`config.mk`:
```
export PLATFORM = sky130hd
export DESIGN_NAME = uart_log_arbiter_flat
export DESIGN_NICKNAME = d
export VERILOG_FILES = /design/src/rtl/uart_log_arbiter_if.sv /design/src/rtl/uart_log_arbiter.sv /design/src/flat_wrapper.sv
export SDC_FILE = /design/constraint.sdc
export NUM_CORES = 1
export LEC_CHECK = 0
export ABC_CLOCK_PERIOD_IN_PS = 6900
export CORE_AREA = 2 2 333 335
export CTS_CLUSTER_DIAMETER = 150
export DETAILED_ROUTE_END_ITERATION = 10
export DIE_AREA = 0 0 335 337
export GPL_ROUTABILITY_DRIVEN = 0
export SETUP_SLACK_MARGIN = 0.4
export SLEW_MARGIN = 20
export SYNTH_ARGS = -nofsm -noshare
export SYNTH_HDL_FRONTEND = slang
export SYNTH_SLANG_ARGS = --single-unit
```
`constraint.sdc`:
```
create_clock -name clk -period 6.9 [get_ports clk]
set_clock_uncertainty 0.1 [all_clocks]
set_input_delay 1.725 -clock clk [delete_from_list [all_inputs] [get_ports clk]]
set_output_delay 1.725 -clock clk [all_outputs]
set_load 0.1 [all_outputs]
```
`src/rtl/uart_log_arbiter_if.sv`:
```
// Bundle of the per-source timestamp ports and the logger-side output port.
// The arbiter connects through the master modport, the sources/logger through slave.
interface uart_log_arbiter_if #(
   parameter int N_SRC = 4,
   parameter int ID_W  = 16,
   parameter int TS_W  = 64
);
   localparam int SRC_W = $clog2(N_SRC);

   logic [N_SRC-1:0]      src_valid;
   logic [N_SRC-1:0]      src_ready;
   logic [N_SRC*ID_W-1:0] src_id;
   logic [N_SRC*TS_W-1:0] src_start_ts;
   logic [N_SRC*TS_W-1:0] src_end_ts;

   logic                  out_valid;
   logic                  out_ready;
   logic [ID_W-1:0]       out_id;
   logic [TS_W-1:0]       out_start_ts;
   logic [TS_W-1:0]       out_end_ts;
   logic [TS_W-1:0]       out_delta;
   logic [SRC_W-1:0]      out_src;

   modport master (
      input  src_valid, src_id, src_start_ts, src_end_ts, out_ready,
      output src_ready, out_valid, out_id, out_start_ts, out_end_ts, out_delta, out_src
   );

   modport slave (
      output src_valid, src_id, src_start_ts, src_end_ts, out_ready,
      input  src_ready, out_valid, out_id, out_start_ts, out_end_ts, out_delta, out_src
   );
endinterface

```
`src/rtl/uart_log_arbiter.sv`:
```
// Round-robin arbiter funnelling timestamp events from N_SRC sources into one
// UART logger; captures one event, holds it until the logger accepts it.
module uart_log_arbiter #(
   parameter int N_SRC = 4,
   parameter int ID_W  = 16,
   parameter int TS_W  = 64,
   parameter int CNT_W = 32
) (
   input  logic               clk,
   input  logic               rst_n,
   uart_log_arbiter_if.master bus,
   output logic [CNT_W-1:0]   evt_cnt,
   output logic [15:0]        neg_delta_cnt
);
   localparam int SRC_W = $clog2(N_SRC);

   typedef enum logic {IDLE, HOLD} state_t;

   state_t             state_q;
   logic [SRC_W-1:0]   last_grant_q;
   logic               out_valid_q;
   logic [ID_W-1:0]    id_q;
   logic [TS_W-1:0]    start_q;
   logic [TS_W-1:0]    end_q;
   logic [TS_W-1:0]    delta_q;
   logic [SRC_W-1:0]   src_q;
   logic [CNT_W-1:0]   evt_cnt_q;
   logic [15:0]        neg_cnt_q;

   logic               grant_hit_d;
   logic [SRC_W-1:0]   grant_idx_d;
   logic [N_SRC-1:0]   src_ready_d;
   logic [ID_W-1:0]    cap_id_d;
   logic [TS_W-1:0]    cap_start_d;
   logic [TS_W-1:0]    cap_end_d;
   logic [TS_W-1:0]    cap_delta_d;
   logic               cap_neg_d;

   // Search starts one past the last winner so every source gets a turn.
   always_comb begin
      int cand;
      grant_hit_d = 1'b0;
      grant_idx_d = '0;
      cand        = 0;
      for (int k = 1; k <= N_SRC; k++) begin
         cand = (int'(last_grant_q) + k) % N_SRC;
         if (!grant_hit_d && bus.src_valid[cand[SRC_W-1:0]]) begin
            grant_hit_d = 1'b1;
            grant_idx_d = cand[SRC_W-1:0];
         end
      end
   end

   always_comb begin
      src_ready_d = '0;
      if (rst_n && state_q == IDLE && grant_hit_d)
         src_ready_d[grant_idx_d] = 1'b1;
   end

   always_comb begin
      cap_id_d    = bus.src_id[grant_idx_d*ID_W +: ID_W];
      cap_start_d = bus.src_start_ts[grant_idx_d*TS_W +: TS_W];
      cap_end_d   = bus.src_end_ts[grant_idx_d*TS_W +: TS_W];
      cap_neg_d   = cap_end_d < cap_start_d;
      cap_delta_d = cap_neg_d ? '0 : (cap_end_d - cap_start_d);
   end

   always_ff @(posedge clk or negedge rst_n) begin
      if (!rst_n) begin
         state_q      <= IDLE;
         last_grant_q <= SRC_W'(N_SRC - 1);
         out_valid_q  <= 1'b0;
         id_q         <= '0;
         start_q      <= '0;
         end_q        <= '0;
         delta_q      <= '0;
         src_q        <= '0;
         evt_cnt_q    <= '0;
         neg_cnt_q    <= '0;
      end else begin
         case (state_q)
            IDLE: begin
               if (grant_hit_d) begin
                  id_q         <= cap_id_d;
                  start_q      <= cap_start_d;
                  end_q        <= cap_end_d;
                  delta_q      <= cap_delta_d;
                  src_q        <= grant_idx_d;
                  last_grant_q <= grant_idx_d;
                  evt_cnt_q    <= evt_cnt_q + 1'b1;
                  if (cap_neg_d && neg_cnt_q != 16'hFFFF)
                     neg_cnt_q <= neg_cnt_q + 16'd1;
                  out_valid_q  <= 1'b1;
                  state_q      <= HOLD;
               end
            end
            HOLD: begin
               // Handshake cycle never accepts a new source; IDLE does next cycle.
               if (bus.out_ready) begin
                  out_valid_q <= 1'b0;
                  state_q     <= IDLE;
               end
            end
            default: state_q <= IDLE;
         endcase
      end
   end

   assign bus.src_ready    = src_ready_d;
   assign bus.out_valid    = out_valid_q;
   assign bus.out_id       = id_q;
   assign bus.out_start_ts = start_q;
   assign bus.out_end_ts   = end_q;
   assign bus.out_delta    = delta_q;
   assign bus.out_src      = src_q;
   assign evt_cnt          = evt_cnt_q;
   assign neg_delta_cnt    = neg_cnt_q;
endmodule

```
`src/flat_wrapper.sv`:
```
// flat-port wrapper written by rule: the top's interface ports become plain ports
module uart_log_arbiter_flat 
#(
   parameter int N_SRC = 4,
   parameter int ID_W  = 16,
   parameter int TS_W  = 64,
   parameter int CNT_W = 32
)
  (clk, rst_n, evt_cnt, neg_delta_cnt, bus_src_valid, bus_src_id, bus_src_start_ts, bus_src_end_ts, bus_out_ready, bus_src_ready, bus_out_valid, bus_out_id, bus_out_start_ts, bus_out_end_ts, bus_out_delta, bus_out_src);
  uart_log_arbiter_if #(.N_SRC(N_SRC), .ID_W(ID_W), .TS_W(TS_W)) bus_i ();
  input  logic clk;
  input  logic rst_n;
  output logic [CNT_W-1:0] evt_cnt;
  output logic [15:0] neg_delta_cnt;
  input wire logic [$bits(bus_i.src_valid)-1:0] bus_src_valid;
  input wire logic [$bits(bus_i.src_id)-1:0] bus_src_id;
  input wire logic [$bits(bus_i.src_start_ts)-1:0] bus_src_start_ts;
  input wire logic [$bits(bus_i.src_end_ts)-1:0] bus_src_end_ts;
  input wire logic [$bits(bus_i.out_ready)-1:0] bus_out_ready;
  output wire logic [$bits(bus_i.src_ready)-1:0] bus_src_ready;
  output wire logic [$bits(bus_i.out_valid)-1:0] bus_out_valid;
  output wire logic [$bits(bus_i.out_id)-1:0] bus_out_id;
  output wire logic [$bits(bus_i.out_start_ts)-1:0] bus_out_start_ts;
  output wire logic [$bits(bus_i.out_end_ts)-1:0] bus_out_end_ts;
  output wire logic [$bits(bus_i.out_delta)-1:0] bus_out_delta;
  output wire logic [$bits(bus_i.out_src)-1:0] bus_out_src;
  assign bus_i.src_valid = bus_src_valid;
  assign bus_i.src_id = bus_src_id;
  assign bus_i.src_start_ts = bus_src_start_ts;
  assign bus_i.src_end_ts = bus_src_end_ts;
  assign bus_i.out_ready = bus_out_ready;
  assign bus_src_ready = bus_i.src_ready;
  assign bus_out_valid = bus_i.out_valid;
  assign bus_out_id = bus_i.out_id;
  assign bus_out_start_ts = bus_i.out_start_ts;
  assign bus_out_end_ts = bus_i.out_end_ts;
  assign bus_out_delta = bus_i.out_delta;
  assign bus_out_src = bus_i.out_src;
  uart_log_arbiter #(.N_SRC(N_SRC), .ID_W(ID_W), .TS_W(TS_W), .CNT_W(CNT_W)) u_core (.clk(clk), .rst_n(rst_n), .bus(bus_i), .evt_cnt(evt_cnt), .neg_delta_cnt(neg_delta_cnt));
endmodule
```
### Word level (Yosys, flattened, before mapping)

Cells that the tools add are included.
W data, S select, Z words.

* register bits after elaboration: 262
* bits of input ports: 583
* output and inout bits: 263
* logic and storage cells: 70

* $add $sub $neg: 7
* $lt $le $gt $ge: 7
* equality and inequality tests: 3
* shift-type cells: 3
* mux-type cells: 26
* bitwise logic cells: 1
* reductions and logical operators: 13

Operators with widths (count)
* $shiftx A256 B9 Y64: 2
* $lt A64 B64 Y1: 1
* $mux W64: 1
* $shiftx A64 B7 Y16: 1
* $sub A64 B64 Y64: 1
* $add A32 B1 Y32 const B: 1
* $add A16 B1 Y16 const B: 1
* $ne A16 B16 Y1 const B: 1
* $lt A2 B3 Y1 const B: 5
* $mux W1: 13
* $bmux W1 S2: 4
* $mux W2: 4
* $logic_and A1 B1 Y1: 7
* $add A2 B1 Y2 const B: 2
* $add A2 B2 Y2 const B: 2
* $mux W4: 1
* $pmux W1 S2: 2
* $reduce_and A2 Y1: 2
* $logic_not A1 Y1: 3
* $reduce_and A3 Y1: 1
* $demux W1 S2: 1
* $ge A2 B1 Y1 const B: 1
* $ne A2 B1 Y1 const B: 1
* $ne A2 B2 Y1 const B: 1
* $not A1 Y1: 1

### Logic depth before layout (Yosys ltp)

* depth in word-level cells: 18
* mapped depth: 22
* mapped depth without buffers: 17

### Least setup slack after synthesis

Ideal clock, no wire load.

* path type: input port to output port
* start point: input port bus_src_valid[3]
* end point: output port bus_src_ready[0]
* arrival: 5883 ps
* data required time: 5075 ps
* slack: -808 ps
* cell stages on the path: 8
* buffers on the path: 3
* path through: nor2b_1 -> nor2_1 -> a21o_1 -> clkbuf_1 -> clkbuf_1 -> clkbuf_1 -> nand3_1 -> nor4_1

* cells in the longest elaborated chain, start to end: 17
* elaborated cells between the ends (all ways): 29
* classes of those cells: order compare: 2; mux: 19; reduce/logical: 8

Ends and longest elaborated chain
* from (decl): RTL line flat_wrapper.sv:15 `input wire logic [$bits(bus_i.src_valid)-1:0] bus_src_valid;`
* $bmux W1 S2: RTL line uart_log_arbiter.sv:47 `if (!grant_hit_d && bus.src_valid[cand[SRC_W-1:0]]) begin`
* $mux W1 (not written as such): RTL line uart_log_arbiter.sv:47
* $mux W1: RTL line uart_log_arbiter.sv:47
* $logic_not A1 Y1: RTL line uart_log_arbiter.sv:47
* $logic_and A1 B1 Y1: RTL line uart_log_arbiter.sv:47
* $mux W1: RTL line uart_log_arbiter.sv:47
* $logic_not A1 Y1: RTL line uart_log_arbiter.sv:47
* $logic_and A1 B1 Y1: RTL line uart_log_arbiter.sv:47
* $mux W1: RTL line uart_log_arbiter.sv:47
* $logic_not A1 Y1: RTL line uart_log_arbiter.sv:47
* $logic_and A1 B1 Y1: RTL line uart_log_arbiter.sv:47
* $mux W2: RTL line uart_log_arbiter.sv:47
* $lt A2 B3 Y1 (not written as such) or $ge A2 B1 Y1 (tied branches): RTL line uart_log_arbiter.sv:57 `src_ready_d[grant_idx_d] = 1'b1;`
* $logic_and A1 B1 Y1 (not written as such): RTL line uart_log_arbiter.sv:57
* $mux W1 (not written as such): RTL line uart_log_arbiter.sv:57
* $demux W1 S2
* $mux W4 (*): RTL line uart_log_arbiter.sv:56 `if (rst_n && state_q == IDLE && grant_hit_d)`
* to (decl): RTL line flat_wrapper.sv:20 `output wire logic [$bits(bus_i.src_ready)-1:0] bus_src_ready;`

Mark *: on every way between the ends. The rest lies on a longest branch, timed or not. The select of a mux whose other input is x is not followed.

### Final worst setup path

* start point: input port bus_src_valid[0]
* end point: register u_core.delta_q[61] (netlist: u_core.bus.out_delta[61])

* cells in the longest elaborated chain, start to end: 15
* elaborated cells between the ends (all ways): 28
* classes of those cells: add/sub: 1; order compare: 1; shift: 2; mux: 17; reduce/logical: 7

Ends and longest elaborated chain
* $bmux W1 S2: RTL line uart_log_arbiter.sv:47
* $mux W1 (not written as such): RTL line uart_log_arbiter.sv:47
* $mux W1: RTL line uart_log_arbiter.sv:47
* $logic_not A1 Y1: RTL line uart_log_arbiter.sv:47
* $logic_and A1 B1 Y1: RTL line uart_log_arbiter.sv:47
* $mux W1: RTL line uart_log_arbiter.sv:47
* $logic_not A1 Y1: RTL line uart_log_arbiter.sv:47
* $logic_and A1 B1 Y1: RTL line uart_log_arbiter.sv:47
* $mux W1: RTL line uart_log_arbiter.sv:47
* $logic_not A1 Y1: RTL line uart_log_arbiter.sv:47
* $logic_and A1 B1 Y1: RTL line uart_log_arbiter.sv:47
* $mux W2 (*): RTL line uart_log_arbiter.sv:47
* $shiftx A256 B9 Y64 (*): RTL line uart_log_arbiter.sv:63 `cap_end_d = bus.src_end_ts[grant_idx_d*TS_W +: TS_W];`
* via u_core.cap_end_d[28]: RTL line uart_log_arbiter.sv:35 `logic [TS_W-1:0] cap_end_d;`
* $sub A64 B64 Y64 or $lt A64 B64 Y1 (tied branches): RTL line uart_log_arbiter.sv:65, uart_log_arbiter.sv:64
* $mux W64 (*): RTL line uart_log_arbiter.sv:65 `cap_delta_d = cap_neg_d ? '0 : (cap_end_d - cap_start_d);`
* to (signal assigned): RTL line uart_log_arbiter.sv:87 `delta_q <= cap_delta_d;`
* to (decl): RTL line uart_log_arbiter.sv:25 `logic [TS_W-1:0] delta_q;`

The timed path passes the listed nets; every way through them passes the cells marked *. The select of a mux whose other input is x is not followed.
A chain may end at the register's enable or synchronous reset.

==> results.json <==
{
  "avgViaCountPerCell": 4.395,
  "combinational_power_share_pct": 73.7,
  "drt_wl_total_um": 99560,
  "cts_tree": "yes",
  "instances_no_fill": 4894,
  "timing.critical_path.buf_inv": 6,
  "area_growth_syn_to_layout_pct": 67.76,
  "routed_via_count": 21510,
  "wl_per_cell_um": 20.34,
  "detail_route.drc_violations": 0,
  "hold_viol": 0,
  "post_synth_inst_count": 2554,
  "syn_avg_cell_area_um2": 7.179,
  "drive_above_1_share_pct": 8.802,
  "ios": 846,
  "layout_commonest_cell": "sky130_fd_sc_hd__nand2_1",
  "critPathMostFrequentCell": "sky130_fd_sc_hd__buf_12",
  "sequentialPowerShare_pct": 14.6,
  "worstSkewPairLatency_ps": 570,
  "post_route_ant_nets": 0,
  "grt_antenna_before_repair": 5,
  "wire_length_of_the_first_global_routing_pass_um": 138900,
  "worst_ep_required_time_ps": 7300,
  "crit_path_cell_trace": "clkdlybuf4s50_1 -> nor2b_1 -> o21a_1 -> nor3_4 -> buf_12 -> buf_12 -> buf_12 -> a211oi_1 -> a31oi_1 -> ha_1 -> buf_4 -> nand4_1 -> nor3_1 -> buf_4 -> nand2_1 -> nand4_1 -> a21o_1 -> a21oi_1 -> o21ai_0 -> or4_1 -> nand3_1",
  "switching_power_mw": 9.255,
  "x_dimension_of_the_die_um": 335,
  "status": "finished clean",
  "clockBufferDepth": 3,
  "end_kind": "register",
  "setup_repair_after_global_routing_missed_its_margin": "false",
  "clkSinkCount": 262,
  "power.switching_fraction_pct": 58.04,
  "max_stage_delay_ps": 600,
  "die_area_mm2": 0.1129,
  "cp-start-kind": "input port",
  "timing.slew.headroom_pct": 20.05,
  "cp.arrival_ps": 6700,
  "globalRoute.totalOverflow": 0,
  "critPathKind": "in -> reg",
  "netlist_area_mm2": 0.01834,
  "detailedRoute.firstPassIterationCount": 5,
  "internal-power_mw": 6.692,
  "synthArstFlopShare_pct": 100.0,
  "critPathMaxFanout": 46,
  "synth-main-ff-cell": "sky130_fd_sc_hd__dfrtp_1",
  "ctsHtreeMaxLevel": 2,
  "clock_tree.root_cell": "sky130_fd_sc_hd__clkbuf_16",
  "worst_ir_drop_vdd_uv": 206.5,
  "worst_pin_slew_ps": 1196,
  "setup_viol": 0,
  "leakage_nw": 13.21,
  "post-synth-top-area-cell": "sky130_fd_sc_hd__dfrtp_1",
  "die_height_um": 337,
  "commonest_cells_after_routing_fill_and_taps_aside": "sky130_fd_sc_hd__nand2_1, sky130_fd_sc_hd__clkdlybuf4s50_1, sky130_fd_sc_hd__dfrtp_1, sky130_fd_sc_hd__o21ai_0, sky130_fd_sc_hd__buf_4",
  "synth_fp_nets": 3204,
  "achievable-frequency_mhz": 158.6,
  "number_of_rows_in_the_core_area": 122,
  "port_buffers": 845,
  "yosys.area.top_type_share_pct": 35.49,
  "clock_power_share_pct": 11.7,
  "synth_top_cells_by_area": "sky130_fd_sc_hd__dfrtp_1, sky130_fd_sc_hd__nand2_1, sky130_fd_sc_hd__o21ai_0",
  "grt_pass1_vias": 21230,
  "design.final.nets": 4091,
  "drv.max_cap_violation_count": 0,
  "initial_core_utilization_pct": 16.73,
  "clk_pin_slew_ps": 60,
  "placed_instances": 4826,
  "post-route-period-util_pct": 91.37,
  "detailedRoute.firstIterationViolations": 1250,
  "worst_min_path_class": "reg -> reg",
  "final.hold.worst_slack_ps": 371.3,
  "yosysSeqAreaShare_pct": 35.77,
  "core_area_mm2": 0.1096,
  "power-per-cell-area_mw_per_mm2": 518.5,
  "period_needed_ps": 6305,
  "grt_max_degree": 158,
  "synth-edff-count": 0,
  "synthesis.yosys.warnings": 0,
  "grt.total_usage_pct": 16.58,
  "cp_top_family": "simple AND/OR/NAND/NOR gates",
  "place_hpwl_um": 80910,
  "synth_cell_type_count": 65,
  "crit_slowest_cell": "sky130_fd_sc_hd__clkdlybuf4s50_1",
  "timing.final.max_slew_violations": 0,
  "cts_inserted_buffers": 36,
  "synth-seq-cells": 262
}
==> registers in the layout, summed over array words and instances (netlist names) <==
register                 cells
u_core.bus.out_delta        64
u_core.bus.out_end_ts       64
u_core.bus.out_start_ts     64
u_core.evt_cnt              32
u_core.bus.out_id           16
u_core.neg_delta_cnt        16
u_core.bus.out_src           2
u_core.last_grant_q          2
u_core.bus.out_valid         1
u_core.state_q               1
==> layout make-up <==
cell class                 count  area (um2)
fill                       11950       78840
multi-input combinational   2099       11210
timing repair buffer        1027       10000
sequential                   262        6559
tap                         1426        1784
clock buffer                  48       975.9
clock inverter                14       166.4
inverter                      15       56.30
antenna                        3       7.507
==> worst reg2reg max path: stages, from the launching register on <==
cell,delay [ps]
sky130_fd_sc_hd__dfstp_2,560
sky130_fd_sc_hd__nand2b_1,170
sky130_fd_sc_hd__o22ai_2,130
sky130_fd_sc_hd__a21o_4,260
sky130_fd_sc_hd__buf_12,180
sky130_fd_sc_hd__buf_4,250
sky130_fd_sc_hd__buf_4,150
sky130_fd_sc_hd__and2_1,140
sky130_fd_sc_hd__a211oi_1,220
sky130_fd_sc_hd__a31oi_1,120
sky130_fd_sc_hd__ha_2,440
sky130_fd_sc_hd__nand2_1,70
sky130_fd_sc_hd__o21ai_0,310
sky130_fd_sc_hd__a221o_1,230
sky130_fd_sc_hd__a31oi_1,50
sky130_fd_sc_hd__buf_4,180
sky130_fd_sc_hd__a2111oi_2,380
sky130_fd_sc_hd__buf_4,220
sky130_fd_sc_hd__nor2_1,50
sky130_fd_sc_hd__o21ba_1,280
sky130_fd_sc_hd__o2111a_1,270
sky130_fd_sc_hd__a221o_1,260
==> logic make-up (layout without fill, tap and decap cells) <==
logic type      Yosys count  after routing  share of synthesized area (%)
simple gates           1340           1340                          31.13
other cells               0              3                              0
fa+ha+maj                67             67                          4.613
buf+inv                 193           1104                          4.060
mux                       1              1                        0.06141
flops                   262            262                          35.77
xor+xnor                 97             97                          4.634
compound gates          594            594                          19.73
==> power groups by stage <==
stage / Sequential, mW / Combinational [mW] / Clock (mW)
4_1_cts: 2.34 / 11.8 / 1.96
3_5_place_dp: 2.36 / 11.7 / 0
6_report: 2.33 / 11.8 / 1.86
3_3_place_gp: 2.34 / 11.7 / 0
5_1_grt: 2.40 / 12.6 / 1.99
2_1_floorplan: 5.66 / 4.07 / 0
==> cell usage after synthesis, types with 2 or more instances <==
library cell                instances
sky130_fd_sc_hd__a211oi_1          68
sky130_fd_sc_hd__a21boi_1           3
sky130_fd_sc_hd__a21o_1            24
sky130_fd_sc_hd__a21oi_1           89
sky130_fd_sc_hd__a221o_1            5
sky130_fd_sc_hd__a22oi_1            2
sky130_fd_sc_hd__a2bb2oi_1          2
sky130_fd_sc_hd__a31oi_1           77
sky130_fd_sc_hd__a32o_1             3
sky130_fd_sc_hd__and2_1            80
sky130_fd_sc_hd__and3_1            20
sky130_fd_sc_hd__and4_1             7
sky130_fd_sc_hd__buf_1              8
sky130_fd_sc_hd__buf_2             10
sky130_fd_sc_hd__clkbuf_1         159
sky130_fd_sc_hd__dfrtp_1          260
sky130_fd_sc_hd__dfstp_2            2
sky130_fd_sc_hd__ha_1              66
sky130_fd_sc_hd__inv_1             15
sky130_fd_sc_hd__nand2_1          945
sky130_fd_sc_hd__nand2b_1          14
sky130_fd_sc_hd__nand3_1          113
sky130_fd_sc_hd__nand4_1           43
sky130_fd_sc_hd__nor2_1            68
sky130_fd_sc_hd__nor2b_1            8
sky130_fd_sc_hd__nor3_1            23
sky130_fd_sc_hd__nor4_1             4
sky130_fd_sc_hd__o2111ai_1          3
sky130_fd_sc_hd__o211ai_1           9
sky130_fd_sc_hd__o21a_1             8
sky130_fd_sc_hd__o21ai_0          214
sky130_fd_sc_hd__o21ai_1           27
sky130_fd_sc_hd__o21bai_1          12
sky130_fd_sc_hd__o2bb2ai_1          2
sky130_fd_sc_hd__o31ai_1           28
sky130_fd_sc_hd__o41ai_2            2
sky130_fd_sc_hd__or2_2              2
sky130_fd_sc_hd__or3_1              6
sky130_fd_sc_hd__or4_1              2
sky130_fd_sc_hd__xnor2_1           59
sky130_fd_sc_hd__xor2_1            38
==> metal layers <==
| metal | share of wire, % | track usage (%) | vias up | wire [um] |
|---|---|---|---|---|
| met5 | 0 | 0 | - | 0 |
| met4 | 3.5 | 5.858 | 0 | 3528 |
| met3 | 8.7 | 5.355 | 149 | 8642 |
| met2 | 47 | 28.17 | 765 | 46920 |
| met1 | 41 | 19.54 | 10060 | 40470 |
| li1 | - | - | 10540 | - |
==> path summary, 6_finish.rpt <==
path                       slack (ps)                   endpoint  cells past startpoint                      start
min reg2reg                       370  u_core.bus.out_end_ts[24]                      2  u_core.bus.out_end_ts[24]
max                               600   u_core.bus.out_delta[61]                     21           bus_src_valid[0]
max reg2reg                      1760   u_core.bus.out_delta[63]                     21     u_core.last_grant_q[0]
max in group asynchronous        4130          u_core.evt_cnt[6]                      3                      rst_n
min in group asynchronous        1010   u_core.bus.out_delta[44]                      1                      rst_n
min                               370  u_core.bus.out_end_ts[24]                      2  u_core.bus.out_end_ts[24]
==> stage by stage <==
| stage | cell area (um2) | power (mW) | TNS [ps] | setup slack [ps] | utilization [%] |
|---|---|---|---|---|---|
| after floorplan | 18370 | 9.722 | 0 | 691.3 | - |
| after global placement | 29460 | 14.04 | -1100 | -224.9 | 26.88 |
| after detailed placement | 29470 | 14.07 | -3722 | -278.6 | 26.89 |
| after CTS | 30620 | 16.07 | 0 | 451.4 | 27.94 |
| after global routing | 30760 | 16.95 | 0 | 404.3 | 28.06 |
| final | 30760 | 15.95 | 0 | 595.4 | 28.06 |
==> what timing repair did <==
| action | CTS | global route |
|---|---|---|
| hold buffers | 0 | 0 |
| resized for setup | 2 | 20 |
| gates cloned | 0 | 1 |
| buffers inserted | 0 | 2 |
| setup endpoints to repair | 5 | 80 |
| pin swaps | 0 | 3 |
Note: power is estimated with default switching activity, not from simulation.
